## config.mk

```make
export PLATFORM = sky130hd
export DESIGN_NAME = spi_frame_ctrl
export DESIGN_NICKNAME = d
export VERILOG_FILES = /design/src/rtl/spi_ctrl_pkg.sv /design/src/rtl/spi_sync_edge.sv /design/src/rtl/spi_frame_ctrl.sv
export SDC_FILE = /design/constraint.sdc
export NUM_CORES = 1
export LEC_CHECK = 0
export BUFFER_PORTS_ARGS = -buffer_cell sky130_fd_sc_hd__buf_2
export CAP_MARGIN = 20
export CORE_ASPECT_RATIO = 1.5
export CORE_MARGIN = 2
export CORE_UTILIZATION = 45
export CTS_CLUSTER_SIZE = 28
export DETAILED_ROUTE_END_ITERATION = 6
export PLACE_DENSITY = 0.72
export SLEW_MARGIN = 20
export SYNTH_ARGS = -nofsm -noshare
export SYNTH_HDL_FRONTEND = slang
export SYNTH_SLANG_ARGS = --single-unit
```

## constraint.sdc

```tcl
create_clock -name clk -period 2.26 [get_ports clk]
set_clock_uncertainty 0.1 [all_clocks]
set_input_delay 0.226 -clock clk [delete_from_list [all_inputs] [get_ports clk]]
set_output_delay 0.226 -clock clk [all_outputs]
set_load 0.01 [all_outputs]
```

## src/rtl/spi_ctrl_pkg.sv

```systemverilog
// Shared types and header-field constants for the SPI configuration frame controller.
package spi_ctrl_pkg;

  typedef enum logic [1:0] {
    IDLE = 2'd0,
    HDR  = 2'd1,
    WR   = 2'd2,
    SKIP = 2'd3
  } state_t;

  localparam int HDR_WR_BIT   = 7;
  localparam int HDR_ADDR_MSB = 6;

  // True when the header's address field names an existing register.
  function automatic logic hdr_addr_ok(input logic [7:0] hdr, input int nreg);
    return int'(hdr[HDR_ADDR_MSB:0]) < nreg;
  endfunction

endpackage

```

## src/rtl/spi_sync_edge.sv

```systemverilog
// Multi-flop synchronizer for one asynchronous input with registered-previous edge detect.
module spi_sync_edge #(
  parameter int   SYNC_STAGES = 2,
  parameter logic RST_VAL     = 1'b0
) (
  input  logic clk,
  input  logic reset,
  input  logic d,
  output logic q,
  output logic rise,
  output logic fall
);

  logic [SYNC_STAGES-1:0] sync_p0;
  logic                   prev_p1;

  // Chain and prev share RST_VAL so a level already present at reset release
  // settles without producing a spurious edge.
  always_ff @(posedge clk or posedge reset) begin
    if (reset) begin
      sync_p0 <= {SYNC_STAGES{RST_VAL}};
      prev_p1 <= RST_VAL;
    end else begin
      sync_p0 <= {sync_p0[SYNC_STAGES-2:0], d};
      prev_p1 <= sync_p0[SYNC_STAGES-1];
    end
  end

  assign q    = sync_p0[SYNC_STAGES-1];
  assign rise = q & ~prev_p1;
  assign fall = ~q & prev_p1;

endmodule

```

## src/rtl/spi_frame_ctrl.sv

```systemverilog
// SPI frame controller: header byte selects a start register, data bytes fill consecutive registers.
module spi_frame_ctrl
  import spi_ctrl_pkg::*;
#(
  parameter int NREG        = 4,
  parameter int SYNC_STAGES = 2
) (
  input  logic                    clk,
  input  logic                    reset,
  input  logic                    sck,
  input  logic                    sdi,
  input  logic                    cs,
  output logic [NREG*8-1:0]       reg_q,
  output logic                    wr_pulse,
  output logic [$clog2(NREG)-1:0] wr_addr,
  output logic                    frame_err,
  output logic                    busy
);

  localparam int AW = $clog2(NREG);

  logic sck_s, sck_rise, sck_fall;
  logic sdi_s, sdi_rise, sdi_fall;
  logic cs_s, cs_rise, cs_fall;
  logic unused_sync;

  spi_sync_edge #(.SYNC_STAGES(SYNC_STAGES), .RST_VAL(1'b0)) u_sync_sck (
    .clk(clk), .reset(reset), .d(sck), .q(sck_s), .rise(sck_rise), .fall(sck_fall)
  );

  spi_sync_edge #(.SYNC_STAGES(SYNC_STAGES), .RST_VAL(1'b0)) u_sync_sdi (
    .clk(clk), .reset(reset), .d(sdi), .q(sdi_s), .rise(sdi_rise), .fall(sdi_fall)
  );

  spi_sync_edge #(.SYNC_STAGES(SYNC_STAGES), .RST_VAL(1'b1)) u_sync_cs (
    .clk(clk), .reset(reset), .d(cs), .q(cs_s), .rise(cs_rise), .fall(cs_fall)
  );

  assign unused_sync = ^{sck_s, sck_fall, sdi_rise, sdi_fall};

  // Stage p0: bit sampling on synchronized sck rise while cs is active
  logic       bit_edge;
  logic [6:0] shreg_p0;
  logic [2:0] bitcnt_p0;
  logic [7:0] rx_byte;
  logic       byte_done;

  assign bit_edge  = sck_rise & cs_s;
  assign rx_byte   = {shreg_p0, sdi_s};
  assign byte_done = bit_edge && (bitcnt_p0 == 3'd7);

  always_ff @(posedge clk) begin
    if (bit_edge) begin
      shreg_p0 <= rx_byte[6:0];
    end
  end

  // Stage p1: frame FSM, address counter and register file
  state_t          state_p1;
  logic [AW-1:0]   addr_p1;
  logic [7:0]      regs_p1 [NREG];

  always_ff @(posedge clk or posedge reset) begin
    if (reset) begin
      state_p1  <= IDLE;
      bitcnt_p0 <= 3'd0;
      addr_p1   <= '0;
      wr_pulse  <= 1'b0;
      wr_addr   <= '0;
      frame_err <= 1'b0;
      for (int i = 0; i < NREG; i++) begin
        regs_p1[i] <= 8'h00;
      end
    end else begin
      wr_pulse  <= 1'b0;
      frame_err <= 1'b0;
      if (cs_fall) begin
        state_p1 <= IDLE;
        if (bitcnt_p0 != 3'd0) begin
          frame_err <= 1'b1;
        end
      end else if (cs_rise) begin
        bitcnt_p0 <= 3'd0;
        state_p1  <= HDR;
      end else if (bit_edge) begin
        bitcnt_p0 <= bitcnt_p0 + 3'd1;
        if (byte_done) begin
          case (state_p1)
            HDR: begin
              if (rx_byte[HDR_WR_BIT] && hdr_addr_ok(rx_byte, NREG)) begin
                addr_p1  <= rx_byte[AW-1:0];
                state_p1 <= WR;
              end else begin
                frame_err <= rx_byte[HDR_WR_BIT];
                state_p1  <= SKIP;
              end
            end
            WR: begin
              regs_p1[addr_p1] <= rx_byte;
              wr_pulse         <= 1'b1;
              wr_addr          <= addr_p1;
              addr_p1          <= (addr_p1 == AW'(NREG - 1)) ? '0 : addr_p1 + AW'(1);
            end
            default: ;
          endcase
        end
      end
    end
  end

  for (genvar g = 0; g < NREG; g++) begin : g_reg_q
    assign reg_q[8*g +: 8] = regs_p1[g];
  end

  assign busy = (state_p1 != IDLE);

endmodule
```

==> results of run 1 <==
## kinds of logic after synthesis
logic type | count (synthesis)
compound gates | 10
flops | 58
fa+ha+maj | 9
simple gates | 18
buf+inv | 11
mux | 39
## synthesized netlist by cell type, drive strengths merged (2+ instances only)
library cell | n | area [µm²]
mux2i | 4 | 40.0
mux2 | 35 | 514
inv | 9 | 33.8
nor2b | 2 | 12.5
a22o | 2 | 17.5
o21ai | 2 | 10.0
nand3 | 2 | 10.0
nor2 | 2 | 10.0
dfstp | 3 | 78.8
edfxtp | 7 | 210
nand2 | 4 | 80.1
dfrtp | 48 | 1200
buf | 2 | 31.3
ha | 9 | 113
## repair_timing
| item | 4_1_cts | 5_1_grt |
|---|---|---|
| endpoints found under the hold margin | 51 | 0 |
| gates resized for setup | 0 | 0 |
| hold buffers | 4 | 0 |
## power by group
part	total (µW)	internal, µW	switching, µW
clock	1090	709	381
sequential	1090	1080	15.7
combinational	76.7	33.7	43.0
total	2260	1820	440
## through the flow
stage	power (µW)	instances
after floorplan	1160	145
after CTS	2300	276
after global placement	1180	256
final	2260	276
after detailed placement	1190	256
after global routing	2360	276
## state kept, by name, summed over array words and instances (netlist names), 2 cells and up
register            flops
wr_addr                 2
bitcnt_p0               3
reg_q                  32
u_sync_sdi.sync_p0      2
u_sync_sck.sync_p0      2
u_sync_cs.sync_p0       2
shreg_p0                7
state_p1                2
addr_p1                 2
## worst min path at each step
stage,from,endpoint,slack [ns]
final,u_sync_sck.sync_p0[0],u_sync_sck.sync_p0[1],0.25
after global routing,u_sync_sck.sync_p0[0],u_sync_sck.sync_p0[1],0.26
after CTS,u_sync_sdi.sync_p0[0],u_sync_sdi.sync_p0[1],0.25
after detailed placement,cs,u_sync_cs.sync_p0[0],0.23
after global placement,cs,u_sync_cs.sync_p0[0],0.23
after floorplan,cs,u_sync_cs.sync_p0[0],0.13
## per-layer routing
metal	vias to the layer above	track usage, %	wire, µm
met5	-	0	0
met4	0	9.04	77
met3	7	5.48	185
met2	36	24.4	2130
met1	686	18.9	1780
li1	628	-	-
## area by class of cell
type / count / area [µm²]
multi-input combinational: 76 / 925
timing repair buffer: 47 / 260
clock inverter: 4 / 72.6
inverter: 9 / 33.8
fill: 439 / 2370
clock buffer: 12 / 165
tap: 70 / 87.6
sequential: 58 / 1490
==> flow_metrics.env, run 1 <==
export IMPL_preCtsSetupSlack_ns=0.247
export IMPL_die_area_mm2=0.00613
export IMPL_crit_path_end_kind="flip-flop"
export IMPL_port_buffers=41
export IMPL_slew_headroom_pct=58.2
export IMPL_final_common_cell="dfrtp_1"
export IMPL_mostFrequentLayoutCells="48 x dfrtp_1, 41 x buf_2, 32 x mux2_4, 12 x clkbuf_8, 9 x ha_1"
export IMPL_clk_pin_slew_ns=0.06
export IMPL_final_area_mm2=0.00303
export IMPL_rsz0062_at_grt="no"
export IMPL_cts_setup_buffers=0
export IMPL_die_h_um=94.9
export IMPL_leakagePower_uw=0.00163
export IMPL_first_pass_iters=3
export IMPL_worstSetupPathType="flip-flop to flip-flop"
export IMPL_crit_end="reg_q[31]"
export IMPL_rows=33
export IMPL_ant_nets=0
export IMPL_max_freq_mhz=494
export IMPL_initial_core_util_pct=45.8
export IMPL_tns_ns=0
export IMPL_yosysSeqAreaShare_pct=60.1
export IMPL_synth_compound_area_share_pct=3.38
export IMPL_reg2reg_to="reg_q[31]"
export IMPL_setup_violations=0
export IMPL_start_kind="flip-flop"
export IMPL_synthFlopType="dfrtp_1"
export IMPL_cts_buffers=9
export IMPL_drc=0
export IMPL_slowest_delay_ns=0.55
export IMPL_finalMaxSlewViolations=0
export IMPL_period_share_pct=89.5
export IMPL_worst_path_buf_inv=1
export IMPL_crit_slowest_cell="dfstp_2"
export IMPL_ys_warn_count=0
export IMPL_cts_root_buf="clkbuf_8"
export IMPL_fin_crit_ns=2.02
export IMPL_grt_pass1_wl_mm=6.93
export IMPL_antenna_found_initial=0
export IMPL_crit_path_max_fanout=8
export IMPL_worstSetupStartpoint="u_sync_cs.sync_p0[1]"
export IMPL_cp_top_family="flip-flops"
export IMPL_synth_top_family_by_area="multiplexers"
export IMPL_synthDistinctLibCells=31
export IMPL_whs_ns=0.250
export IMPL_reg2reg_from="u_sync_cs.sync_p0[1]"
export IMPL_setup_slack_ns=0.237
export IMPL_grt_pass1_vias=1366
export IMPL_synth_nets=159
export IMPL_max_cap_violations=0
export IMPL_cts_buffer_depth=2
export IMPL_grt_overflow=0
export IMPL_synth_area_mux_share_pct=22.4
export IMPL_synth_seq_cells=58
export IMPL_hold_viol=0
export IMPL_r2r_cells=5
export IMPL_final_util_pct=56.1
export IMPL_die_w_um=64.6
export IMPL_r2r_setup_slack_ns=0.24
export IMPL_clkSinkCount=58
export IMPL_syn2layout_area_growth_pct=22.4
export IMPL_synth_edf_count=7
export IMPL_drive_gt1_share_pct=52.4
export IMPL_synthSimpleGateAreaFrac_pct=7.01
export IMPL_antenna_cells=0
export IMPL_holdCritPathClass="flip-flop to flip-flop"
export IMPL_crit_chain="inv_1 -> ha_1 -> and4_4 -> nand2_8 -> mux2_4"
export IMPL_post_drt_wl_per_cell_um=15.1
export IMPL_io_pins=42
export IMPL_crit_arrival_ns=2.13
export IMPL_postSynthCellCount=145
export IMPL_grt_max_degree=52
export IMPL_via_count=1357
export IMPL_dpl_instance_area_mm2=0.00276
export IMPL_ir_drop_mv=0.389
export IMPL_gp_congestion=0.861
export IMPL_cts_tree="yes"
export IMPL_status="finished clean"
export IMPL_synth_xor_area_share_pct=0
export IMPL_hold_path_depth=0
export IMPL_p_per_area_mw_per_mm2=745
export IMPL_htree_levels=3
export IMPL_grt_total_usage_pct=15.7
export IMPL_worstMarginPinSlew_ns=0.627
export IMPL_async_flop_share_pct=87.9
export IMPL_synthAdderAreaFrac_pct=4.54
export IMPL_path_depth=5
export IMPL_clk_latency_ns=0.33
export IMPL_nets=215
export IMPL_wirelength_mm=4.17
export IMPL_dr_first_iter_drc_count=66
export IMPL_required_ns=2.37
export IMPL_syn_area_per_cell_um2=17.1
export IMPL_synth_area_mm2=0.00248
export IMPL_hpwlAfterDp_mm=2.96
export IMPL_viasPerCell=4.92
export IMPL_core_mm2=0.00541
(Power assumes the default switching activity.)
==> run 2: changes to the inputs <==
Settings changed: CTS_BUF_LIST from default to sky130_fd_sc_hd__clkbuf_8 sky130_fd_sc_hd__clkbuf_16, MAX_ROUTING_LAYER from default to met4.
==> run 2 against run 1 <==
Effect of this change:
- first-iteration DRC count increased by 18%
- setup slack about the same
- sequential cell count is the same
- clock power about the same
- register-to-register slack about the same
- die area unchanged
- largest cell class unchanged
==> flow_metrics.env, run 2 (same netlist as run 1, synthesis figures left out) <==
export IMPL_status="finished clean"
export IMPL_crit_slowest_cell="dfstp_2"
export IMPL_die_area_mm2=0.00613
export IMPL_largest_reg_flops=32
export IMPL_slew_headroom_pct=58.1
export IMPL_clkSinkCount=58
export IMPL_period_share_pct=89.5
export IMPL_gp_congestion=0.875
export IMPL_met1_length_mm=1.83
export IMPL_viasPerCell=4.89
export IMPL_io_pins=42
export IMPL_grt_pass1_wl_mm=6.95
export IMPL_clk_pin_slew_ns=0.06
export IMPL_finalMaxSlewViolations=0
export IMPL_final_common_cell="dfrtp_1"
export IMPL_worstSetupPathType="flip-flop to flip-flop"
export IMPL_crit_path_end_kind="flip-flop"
export IMPL_die_h_um=94.9
export IMPL_crit_chain="inv_1 -> ha_1 -> and4_4 -> nand2_8 -> mux2_4"
export IMPL_post_drt_wl_per_cell_um=15.2
export IMPL_p_per_area_mw_per_mm2=745
export IMPL_wirelength_mm=4.19
export IMPL_setup_violations=0
export IMPL_required_ns=2.37
export IMPL_drive_gt1_share_pct=52.4
export IMPL_multiInputGateArea_um2=925
export IMPL_grt_total_usage_pct=16.2
export IMPL_setup_slack_ns=0.237
export IMPL_wl_met3_um=160
export IMPL_cts_repair_resize_count=0
export IMPL_hpwlAfterDp_mm=2.96
export IMPL_grt_max_degree=52
export IMPL_slowest_delay_ns=0.55
export IMPL_r2r_setup_slack_ns=0.24
export IMPL_worst_path_buf_inv=1
export IMPL_stdcell_count=276
export IMPL_ff_latch_area_mm2=0.00149
export IMPL_rows=33
export IMPL_dr_first_iter_drc_count=78
export IMPL_start_kind="flip-flop"
export IMPL_fin_crit_ns=2.02
export IMPL_ant_nets=0
export IMPL_drc=0
export IMPL_tns_ns=0
export IMPL_antenna_cells=0
export IMPL_wl_met2_mm=2.16
export IMPL_hold_viol=0
export IMPL_worstMarginPinSlew_ns=0.629
export IMPL_topRoutingLayerUsed="met4"
export IMPL_port_buffers=41
export IMPL_holdCritPathClass="flip-flop to flip-flop"
export IMPL_rsz0062_at_grt="no"
export IMPL_grt_pass1_vias=1367
export IMPL_initial_core_util_pct=45.8
export IMPL_crit_path_max_fanout=8
export IMPL_cts_root_buf="clkbuf_8"
export IMPL_clk_latency_ns=0.33
export IMPL_dp_cells=256
export IMPL_core_mm2=0.00541
export IMPL_cts_buffer_depth=2
export IMPL_cts_buffers=9
export IMPL_syn2layout_area_growth_pct=22.4
export IMPL_first_pass_iters=3
export IMPL_mostFrequentLayoutCells="48 x dfrtp_1, 41 x buf_2, 32 x mux2_4, 12 x clkbuf_8, 9 x ha_1"
export IMPL_crit_arrival_ns=2.13
export IMPL_preCtsSetupSlack_ns=0.247
export IMPL_cp_top_family="flip-flops"
export IMPL_via_count=1350
export IMPL_die_w_um=64.6
export IMPL_cts_tree="yes"
export IMPL_leakagePower_uw=0.00163
export IMPL_antenna_found_initial=0
export IMPL_max_cap_violations=0
export IMPL_grt_overflow=0
export IMPL_ir_drop_mv=0.388
export IMPL_fill_cells=439
export IMPL_nets=215
export IMPL_max_freq_mhz=494
export IMPL_htree_levels=3
[run 2: cell counts in the layout (fill, tap and decap cells not counted)]
No cell type changed its count.
[run 2: worst reg2reg max path, cell delays in order, from the launching register on]
cell and delay [ns]:
dfstp_2 0.55, inv_1 0.04, ha_1 0.34, and4_4 0.42
nand2_8 0.14, mux2_4 0.32
[run 2: final cells by class]
type | instances | share of cell area, %
Clock buffer | 12 | 5.44
Clock inverter | 4 | 2.39
Inverter | 9 | 1.11
Multi-Input combinational cell | 76 | 30.5
Sequential cell | 58 | 49.1
Tap cell | 70 | 2.89
Timing Repair Buffer | 47 | 8.58
[run 2: where the power goes]
group | switching, µW | internal, µW | leakage, µW
clock | 382 | 709 | 0.000119
combinational | 43.1 | 33.7 | 0.000762
sequential | 15.6 | 1080 | 0.000751
total | 441 | 1820 | 0.00163
[run 2: path summary, 6_finish.rpt]
kind / start / to / cells after the start
setup / recovery: u_sync_cs.sync_p0[1] / reg_q[31] / 5
hold / removal: u_sync_sdi.sync_p0[0] / u_sync_sdi.sync_p0[1] / 0
setup reg to reg: u_sync_cs.sync_p0[1] / reg_q[31] / 5
hold reg to reg: u_sync_sdi.sync_p0[0] / u_sync_sdi.sync_p0[1] / 0
max in group asynchronous: reset / wr_addr[0] / 4
min in group asynchronous: reset / reg_q[24] / 4
[run 2: timing repair]
| item | in CTS | in global routing |
|---|---|---|
| endpoints found under the hold margin | 51 | 0 |
| buffers inserted | 0 | 0 |
| hold buffers | 4 | 0 |
[run 2: layer usage]
metal / up-vias / global-route usage (%)
met5: - / -
met4: 0 / 7.98
met3: 4 / 5.96
met2: 32 / 24.4
met1: 684 / 19.1
li1: 630 / -
[run 2: stage by stage]
step	area, µm²	util (%)	total power [µW]	hold slack [ns]
2_1_floorplan	2480	-	1160	0.130
3_3_place_gp	2760	51.0	1180	0.232
3_5_place_dp	2760	51.0	1190	0.234
4_1_cts	3030	56.1	2300	0.250
5_1_grt	3030	56.1	2360	0.256
6_report	3030	56.1	2260	0.247
==> run 3: changes to the inputs <==
Settings changed: SETUP_SLACK_MARGIN from default to 0.3.
==> run 3 against run 2 <==
Effect of this change:
- total power rose by 0.46%
- clock power barely moved
- clock-buffer cell count unchanged
- setup slack better by 0.12 ns
- sequential power is essentially flat
- critical path depth unchanged
- cell count is 1.1% higher
- core utilization rose by 0.65 points
- largest cell class unchanged
- largest power group unchanged
- highest routed layer unchanged
==> flow_metrics.env, run 3 (same netlist as run 1, synthesis figures left out) <==
export IMPL_status="finished clean"
export IMPL_fill_cells=436
export IMPL_slowest_delay_ns=0.54
export IMPL_drc=0
export IMPL_use_met3_pct=6.08
export IMPL_gp_congestion=0.875
export IMPL_crit_path_end_kind="flip-flop"
export IMPL_slew_headroom_pct=57.7
export IMPL_cts_buffer_depth=2
export IMPL_worst_path_buf_inv=1
export IMPL_fin_crit_ns=1.91
export IMPL_initial_core_util_pct=45.8
export IMPL_stdcell_count=279
export IMPL_core_mm2=0.00541
export IMPL_first_pass_iters=4
export IMPL_ant_nets=0
export IMPL_die_h_um=94.9
export IMPL_cts_buffers=9
export IMPL_wirelength_mm=4.24
export IMPL_viasPerCell=4.90
export IMPL_syn2layout_area_growth_pct=23.8
export IMPL_finalMaxSlewViolations=0
export IMPL_die_area_mm2=0.00613
export IMPL_grt_pass1_wl_mm=6.99
export IMPL_worstSetupPathType="flip-flop to flip-flop"
export IMPL_dp_cells=256
export IMPL_rsz0062_at_grt="yes"
export IMPL_tns_ns=0
export IMPL_clk_pin_slew_ns=0.06
export IMPL_hpwlAfterDp_mm=2.96
export IMPL_leakagePower_uw=0.00165
export IMPL_top_usage_layer="met2"
export IMPL_crit_slowest_cell="dfstp_2"
export IMPL_preCtsSetupSlack_ns=0.247
export IMPL_via_count=1367
export IMPL_hold_viol=0
export IMPL_die_w_um=64.6
export IMPL_cts_root_buf="clkbuf_8"
export IMPL_final_area_mm2=0.00307
export IMPL_htree_levels=3
export IMPL_setup_violations=0
export IMPL_grt_overflow=0
export IMPL_rows=33
export IMPL_grt_max_degree=52
export IMPL_grt_use_met2_pct=24.5
export IMPL_port_buffers=41
export IMPL_final_util_pct=56.7
export IMPL_drive_gt1_share_pct=54.1
export IMPL_grt_total_usage_pct=16.3
export IMPL_nets=218
export IMPL_antenna_cells=0
export IMPL_period_share_pct=84.4
export IMPL_clkSinkCount=58
export IMPL_setup_slack_ns=0.352
export IMPL_antenna_found_initial=0
export IMPL_max_freq_mhz=524
export IMPL_mostFrequentLayoutCells="48 x dfrtp_1, 41 x buf_2, 32 x mux2_4, 12 x clkbuf_8, 8 x ha_1"
export IMPL_p_per_area_mw_per_mm2=740
export IMPL_crit_chain="inv_2 -> ha_4 -> and4_4 -> nand2_8 -> mux2_4"
export IMPL_post_drt_wl_per_cell_um=15.2
export IMPL_cts_tree="yes"
export IMPL_clk_latency_ns=0.32
export IMPL_max_cap_violations=0
export IMPL_start_kind="flip-flop"
export IMPL_holdCritPathClass="flip-flop to flip-flop"
export IMPL_dpl_instance_area_mm2=0.00276
export IMPL_grt_pass1_vias=1385
export IMPL_io_pins=42
export IMPL_worstMarginPinSlew_ns=0.635
export IMPL_dr_first_iter_drc_count=64
export IMPL_final_common_cell="dfrtp_1"
export IMPL_crit_path_max_fanout=8
export IMPL_cp_top_family="flip-flops"
export IMPL_largest_reg_flops=32
export IMPL_ir_drop_mv=0.387
export IMPL_required_ns=2.37
export IMPL_grtUsageMet1_pct=19.1
export IMPL_crit_arrival_ns=2.01
-- run 3: changes by cell type in the layout (fill, tap and decap cells not counted) --
| cell | previous run | this run |
|---|---|---|
| inv_2 | 1 | 2 |
| buf_4 | 2 | 5 |
| ha_1 | 9 | 8 |
| ha_4 | 0 | 1 |
| inv_1 | 8 | 7 |
-- run 3: cell type report --
| class | instances | area [µm²] | share of cell area (%) |
|---|---|---|---|
| clock buffer | 12 | 165 | 5.38 |
| clock inverter | 4 | 72.6 | 2.36 |
| inverter | 9 | 33.8 | 1.10 |
| multi-input combinational | 76 | 937 | 30.5 |
| sequential | 58 | 1490 | 48.6 |
| tap | 70 | 87.6 | 2.85 |
| timing repair buffer | 50 | 283 | 9.21 |
-- run 3: where the power goes --
| part | internal (µW) | switching [µW] | leakage [µW] |
|---|---|---|---|
| logic | 39.4 | 45.3 | 0.000776 |
| clock network | 709 | 384 | 0.000119 |
| registers | 1080 | 16.2 | 0.000751 |
| total | 1830 | 445 | 0.00165 |
-- run 3: per-stage QoR --
stage	power, µW	hold WS [ns]
after detailed placement	1190	0.234
final	2270	0.247
after global placement	1180	0.232
after global routing	2370	0.256
after CTS	2300	0.250
after floorplan	1160	0.130
-- run 3: metal layers --
metal  vias up  wire [µm]
met4         0         47
met1       697       1860
met2        33       2180
met5         -          0
li1        633          -
met3         4        161
-- run 3: repair_timing --
action	in CTS	in global routing
pin swaps	1	2
setup endpoints to repair	32	32
hold buffers	4	0
gates resized for setup	1	1
setup buffers	2	1
hold endpoints to repair	51	0
-- run 3: worst paths after layout --
check	to	start	slack (ns)	cells past startpoint
max	reg_q[31]	u_sync_cs.sync_p0[1]	0.35	5
min	u_sync_sdi.sync_p0[1]	u_sync_sdi.sync_p0[0]	0.25	0
max reg2reg	reg_q[31]	u_sync_cs.sync_p0[1]	0.35	5
min reg2reg	u_sync_sdi.sync_p0[1]	u_sync_sdi.sync_p0[0]	0.25	0
max in group asynchronous	wr_addr[0]	reset	1.11	4
min in group asynchronous	reg_q[24]	reset	0.51	4
-- run 3: worst register-to-register path, stage by stage, from the launching register on --
cell	delay, ns
dfstp_2	0.54
inv_2	0.04
ha_4	0.27
and4_4	0.38
nand2_8	0.14
mux2_4	0.32
